<file path="src/rtl/dc_2b_seq_pkg.sv">
// Shared types and constants for the dc_2b command sequencer.
// Holds the FSM encoding and the request entry width.
package dc_2b_seq_pkg;

  localparam int CNT_W = 2;

  typedef enum logic [1:0] {
    IDLE = 2'd0,
    LOAD = 2'd1,
    RUN  = 2'd2,
    DONE = 2'd3
  } state_t;

  function automatic int entry_w(input int tag_w);
    return tag_w + CNT_W;
  endfunction

endpackage

</file>
<file path="src/rtl/dc_2b_seq_if.sv">
// Request/done handshake bundle between producer and sequencer.
// The master side is the producer; the slave side is dc_2b_seq.
interface dc_2b_seq_if
  import dc_2b_seq_pkg::*;
#(
  parameter int TAG_W = 2
);

  logic             req_valid;
  logic             req_ready;
  logic [CNT_W-1:0] req_delay;
  logic [TAG_W-1:0] req_tag;
  logic             done;
  logic [TAG_W-1:0] done_tag;

  modport master (
    output req_valid,
    output req_delay,
    output req_tag,
    input  req_ready,
    input  done,
    input  done_tag
  );

  modport slave (
    input  req_valid,
    input  req_delay,
    input  req_tag,
    output req_ready,
    output done,
    output done_tag
  );

endinterface

</file>
<file path="src/rtl/dc_2b_seq_req_fifo.sv">
// Small synchronous request FIFO with flush and occupancy count.
// Async active-low reset; pointers wrap modulo DEPTH.
module req_fifo #(
  parameter int DEPTH = 4,
  parameter int W     = 4
) (
  input  logic                     clk,
  input  logic                     reset,
  input  logic                     flush,
  input  logic                     push,
  input  logic                     pop,
  input  logic [W-1:0]             wdata,
  output logic [W-1:0]             rdata,
  output logic                     full,
  output logic [$clog2(DEPTH):0]   count
);

  localparam int AW = $clog2(DEPTH);

  logic [W-1:0]  mem [DEPTH];
  logic [AW-1:0] wp;
  logic [AW-1:0] rp;
  logic          wr;
  logic          rd;

  assign full  = (count == (AW+1)'(DEPTH));
  assign wr    = push & ~full & ~flush;
  assign rd    = pop & (count != '0) & ~flush;
  assign rdata = mem[rp];

  always_ff @(posedge clk) begin
    if (wr) mem[wp] <= wdata;
  end

  always_ff @(posedge clk or negedge reset) begin
    if (!reset) begin
      wp    <= '0;
      rp    <= '0;
      count <= '0;
    end else if (flush) begin
      wp    <= '0;
      rp    <= '0;
      count <= '0;
    end else begin
      if (wr) wp <= wp + 1'b1;
      if (rd) rp <= rp + 1'b1;
      case ({wr, rd})
        2'b10:   count <= count + 1'b1;
        2'b01:   count <= count - 1'b1;
        default: count <= count;
      endcase
    end
  end

endmodule

</file>
<file path="src/rtl/dc_2b_seq.sv">
// Sequencer feeding queued delay requests to one dc_2b counter.
// Loads, counts down to zero, then pulses done with the request tag.
module dc_2b_seq
  import dc_2b_seq_pkg::*;
#(
  parameter int DEPTH = 4,
  parameter int TAG_W = 2
) (
  input  logic             clk,
  input  logic             reset,
  input  logic             flush,
  dc_2b_seq_if.slave       bus,
  output logic             cnt_load,
  output logic [CNT_W-1:0] cnt_data,
  output logic             cnt_enable,
  input  logic             cnt_zero,
  output logic             busy
);

  localparam int EW = entry_w(TAG_W);

  state_t                 state;
  logic [CNT_W-1:0]       cur_delay;
  logic [TAG_W-1:0]       cur_tag;
  logic [EW-1:0]          head;
  logic                   full;
  logic [$clog2(DEPTH):0] count;
  logic                   push;
  logic                   pop;

  assign bus.req_ready = ~full & ~flush;
  assign push = bus.req_valid & bus.req_ready;
  assign pop  = (state == IDLE) & (count != '0);

  req_fifo #(
    .DEPTH (DEPTH),
    .W     (EW)
  ) u_fifo (
    .clk   (clk),
    .reset (reset),
    .flush (flush),
    .push  (push),
    .pop   (pop),
    .wdata ({bus.req_delay, bus.req_tag}),
    .rdata (head),
    .full  (full),
    .count (count)
  );

  // Gate enable with zero so the counter can never wrap to 3.
  assign cnt_enable   = (state == RUN) & ~cnt_zero;
  assign cnt_load     = (state == LOAD);
  assign cnt_data     = (state == LOAD) ? cur_delay : '0;
  assign bus.done     = (state == DONE);
  assign bus.done_tag = (state == DONE) ? cur_tag : '0;
  assign busy         = (state != IDLE) | (count != '0);

  always_ff @(posedge clk or negedge reset) begin
    if (!reset) begin
      state     <= IDLE;
      cur_delay <= '0;
      cur_tag   <= '0;
    end else if (flush) begin
      state <= IDLE;
    end else begin
      unique case (state)
        IDLE: begin
          if (pop) begin
            cur_delay <= head[TAG_W +: CNT_W];
            cur_tag   <= head[TAG_W-1:0];
            state     <= LOAD;
          end
        end
        LOAD: state <= RUN;
        RUN: begin
          if (cnt_zero) state <= DONE;
        end
        DONE:    state <= IDLE;
        default: state <= IDLE;
      endcase
    end
  end

endmodule

</file>
<file path="src/flat_wrapper.sv">
// flat-port wrapper written by rule: the top's interface ports become plain ports
module dc_2b_seq_flat import dc_2b_seq_pkg::*;
#(
  parameter int DEPTH = 4,
  parameter int TAG_W = 2
)
  (clk, reset, flush, cnt_load, cnt_data, cnt_enable, cnt_zero, busy, bus_req_valid, bus_req_delay, bus_req_tag, bus_req_ready, bus_done, bus_done_tag);
  dc_2b_seq_if #(.TAG_W(TAG_W)) bus_i ();
  input  logic clk;
  input  logic reset;
  input  logic flush;
  output logic cnt_load;
  output logic [CNT_W-1:0] cnt_data;
  output logic cnt_enable;
  input  logic cnt_zero;
  output logic busy;
  input wire logic [$bits(bus_i.req_valid)-1:0] bus_req_valid;
  input wire logic [$bits(bus_i.req_delay)-1:0] bus_req_delay;
  input wire logic [$bits(bus_i.req_tag)-1:0] bus_req_tag;
  output wire logic [$bits(bus_i.req_ready)-1:0] bus_req_ready;
  output wire logic [$bits(bus_i.done)-1:0] bus_done;
  output wire logic [$bits(bus_i.done_tag)-1:0] bus_done_tag;
  assign bus_i.req_valid = bus_req_valid;
  assign bus_i.req_delay = bus_req_delay;
  assign bus_i.req_tag = bus_req_tag;
  assign bus_req_ready = bus_i.req_ready;
  assign bus_done = bus_i.done;
  assign bus_done_tag = bus_i.done_tag;
  dc_2b_seq #(.DEPTH(DEPTH), .TAG_W(TAG_W)) u_core (.clk(clk), .reset(reset), .flush(flush), .bus(bus_i), .cnt_load(cnt_load), .cnt_data(cnt_data), .cnt_enable(cnt_enable), .cnt_zero(cnt_zero), .busy(busy));
endmodule
</file>
<file path="config.mk">
export PLATFORM = sky130hd
export DESIGN_NAME = dc_2b_seq_flat
export DESIGN_NICKNAME = d
export VERILOG_FILES = /design/src/rtl/dc_2b_seq_pkg.sv /design/src/rtl/dc_2b_seq_if.sv /design/src/rtl/dc_2b_seq_req_fifo.sv /design/src/rtl/dc_2b_seq.sv /design/src/flat_wrapper.sv
export SDC_FILE = /design/constraint.sdc
export NUM_CORES = 1
export LEC_CHECK = 0
export ABC_CLOCK_PERIOD_IN_PS = 7000
export BUFFER_PORTS_ARGS = -buffer_cell sky130_fd_sc_hd__clkbuf_2
export CAP_MARGIN = 20
export CORE_AREA = 2 2 53 55
export DETAILED_ROUTE_END_ITERATION = 6
export DIE_AREA = 0 0 55 57
export HOLD_SLACK_MARGIN = 0.08
export PLACE_DENSITY = 0.81
export REMOVE_ABC_BUFFERS = 1
export SYNTH_ARGS = -nofsm -noshare
export SYNTH_HDL_FRONTEND = slang
export SYNTH_HIERARCHICAL = 1
export SYNTH_SLANG_ARGS = --single-unit
export TNS_END_PERCENT = 50
</file>
<file path="constraint.sdc">
create_clock -name clk -period 7 [get_ports clk]
set_input_delay 1.4 -clock clk [delete_from_list [all_inputs] [get_ports clk]]
set_output_delay 1.4 -clock clk [all_outputs]
set_load 0.005 [all_outputs]
</file>
==> key figures <==
Final layout
  – Post-layout util: 63.83%
  – Synthesis-to-layout area growth: 9.524%
  – Final #Nets: 153
  – Final std cells w/o fill: ~170
  – Layout cells sized above 1: 25.00%
  – Fillers: 190
  – ANT cells: 0

Timing
  – Final WS setup: 3.672 ns
  – Fin. Hold Viols: 0
  – Setup TNS: 0 ns
  – Worst-Margin Slew: 0.5671 ns
  – Max Transition Viols Final: 0
  – Final setup violation count: 0
  – Setup Skew: 0.003310 ns
  – Worst slew margin: 62.20%
  – Maximum clock frequency: 300.5 MHz
  – Worst hold slack: 0.4916 ns
  – Min Tclk post-route: between 3 and 4 ns
  – Unrepaired setup endpoints after global routing: no
  – Final worst-path cycle share: 47.54%

Synth
  – Synth top area share: 31.53%
  – Post-Syn Instances: 118
  – Post-synth top cells: 16 x edfxtp_1, 13 x dfrtp_1, 9 x and2_1, 8 x ha_1, 8 x nor2_1
  – Main flop type after synthesis: edfxtp_1
  – Most common cell in the synthesized netlist: edfxtp_1
  – Post-synth EDFFs: 16
  – Mapped cell area: 1524 µm²
  – Avg Cell Area, Syn: 12.91 µm²
  – Cell variety after synth: 39
  – Post-synthesis sequential area ratio: 52.87%
  – Async SR Flop Fraction: about 45%
  – Biggest area consumer among synthesized cells: edfxtp_1
  – YS warnings: 6
  – Synth Register Bits: 29
  – Synth area leaders: edfxtp_1 32%, dfrtp_1 21%, ha_1 6.6%

Clock network
  – Root buf cell: clkbuf_4
  – CTS tree: yes
  – CTS buffer count: 5
  – Post-cts sizing count: 0
  – Worst skew pair latency: roughly 0.32 ns
  – Longest Clk Path Bufs: 2
  – Clock-pin slew on the worst setup and hold paths: about 0.080 ns
  – Post-CTS Repair Setup Buffers: 0
  – CTS Hold Bufs: 0
  – Htree depth: 2
  – CTS Sinks: 29

Die
  – Io pins: 18
  – Die H: 57 µm
  – Initial core utilization: 58.28%
  – Die X: 55 µm
  – Core outline area: ~2600 µm²
  – Cell Rows: 19
  – Die Footprint: about 3100 µm²

Drt
  – Wirelength, routed: around 2500 µm
  – Wire length on met1: between 1000 and 1500 µm
  – Met2 WL: 1317 µm
  – Top Layer Used: met4
  – Drt pass-1 iters: 4
  – Routed Antenna Nets: 0
  – DR WL/cell: ~15 µm
  – DR WL met3: 139 µm
  – Vias post-DR: 958
  – Vias/cell: 5.737
  – DR iter-0 viols: 27
  – # DRC: 0

Critical path
  – Crit start category: primary input
  – Element type at the critical path end: primary output
  – CP arrival: 1.93 ns
  – Worst path required time: 5.60 ns
  – Critical path type: primary input to primary output
  – Crit-path max FO: 14

Pwr
  – Sw Share: 29.99%
  – P_leak: between 0.0007 and 0.0008 µW
  – Combinational power share: 27.1%
  – Clock Power Share: between 20% and 30%
  – Pwr dens: 264.1 nW/µm²
  – Psw: 132.2 µW
  – Peak supply drop: 193.6 µV
  – P_int: 308.6 µW
  – Seq pwr share: 50.3%

Global route
  – Global-route wire length before repair: 4278 µm
  – Initial antenna violation count: 0
  – Vias in the first global route: 988
  – Largest net degree at the start of global routing: 16
  – All-Layer GR Usage: 20.33%
  – Global route overflow: 0

Placed design
  – Routability congestion estimate: approximately 0.7
  – Dpl cells: between 150 and 200
  – Post-DP HPWL: 1896 µm
  – Pre-CTS setup slack: around 3.4 ns
  – I/O Buffers: 17

Flow run
  – Number of max-cap violations: 0

Min path
  – Hold WC Path Type: flip-flop to flip-flop

Run status
  – Status: completed
layout make-up:
cell class / instances / area (µm²) / area share [%]
clock buffers: 6 / 51.30 / 3.073
well taps: 31 / 38.79 / 2.324
inverters: 6 / 22.52 / 1.349
flip-flops and latches: 29 / 805.8 / 48.28
multi-input cells: 76 / 656.9 / 39.36
clock inverters: 2 / 8.758 / 0.5247
repair buffers: 17 / 85.08 / 5.097
kinds of logic (layout without fill, tap and decap cells):
| group | Yosys count | count (layout) | synth area share [%] |
|---|---|---|---|
| DFF | 29 | 29 | 52.87 |
| and+or+nand+nor | 34 | 34 | 13.47 |
| adders and majority gates | 9 | 9 | 7.882 |
| xor gates and xnor gates | 3 | 3 | 1.724 |
| AOI/OAI and AO/OA | 20 | 20 | 9.606 |
| buffers and inverters | 13 | 31 | 4.022 |
| muxes | 10 | 10 | 10.43 |
worst paths after layout:
check	from	endpoint	slack, ns	depth (start not counted)
setup / recovery	flush	bus_req_ready	3.67	3
hold / removal	u_core/cur_tag[1]	u_core/cur_tag[1]	0.49	1
setup reg to reg	u_core/u_fifo/count[1]	u_core/u_fifo/count[1]	4.11	11
hold reg to reg	u_core/cur_tag[1]	u_core/cur_tag[1]	0.49	1
max in group asynchronous	reset	u_core/state[0]	5.79	1
min in group asynchronous	reset	u_core/cur_delay[1]	0.97	1
metal layers:
layer  GRT usage [%]  vias up
met5               0        -
met4           9.408        0
met3           7.068        9
met2           33.67       34
met1           22.99      454
li1                -      461
power groups by stage:
| stage | clock network (µW) | registers, µW | logic, µW |
|---|---|---|---|
| after floorplan | 0 | 220 | 86.7 |
| after CTS | 105 | 222 | 120 |
| final | 99.7 | 222 | 119 |
| after detailed placement | 0 | 226 | 119 |
| after global routing | 112 | 225 | 136 |
| after global placement | 0 | 223 | 112 |
worst max-delay path, cell delays in order:
cell and delay, ns:
clkbuf_2 0.22, nor2_1 0.18, clkbuf_2 0.13
placed cells by master (no fill, tap or decap), types with 3 or more instances in the layout:
master,Yosys,final
nand2_1,5,5
nand2b_1,4,4
mux2_1,3,3
dfrtp_1,13,13
clkbuf_2,0,17
clkbuf_4,0,5
inv_1,6,6
edfxtp_1,16,16
nor2_1,8,8
and2_1,9,9
ha_1,8,8
mux4_2,4,4
a211oi_1,3,3
through the flow:
step / area (µm²) / power [µW]
after global routing: 1669 / 472.6
after floorplan: 1485 / 306.3
after CTS: 1669 / 446.3
after global placement: 1609 / 335.0
final: 1669 / 440.8
after detailed placement: 1609 / 344.9
registers in the layout, indices dropped and copies added (netlist names):
name                 cells
u_core/cur_delay         2
u_core/u_fifo/rp         2
u_core/u_fifo/wp         2
u_core/u_fifo/mem       16
u_core/state             2
u_core/u_fifo/count      3
u_core/cur_tag           2
No activity file was read; power rests on OpenSTA's default activity.
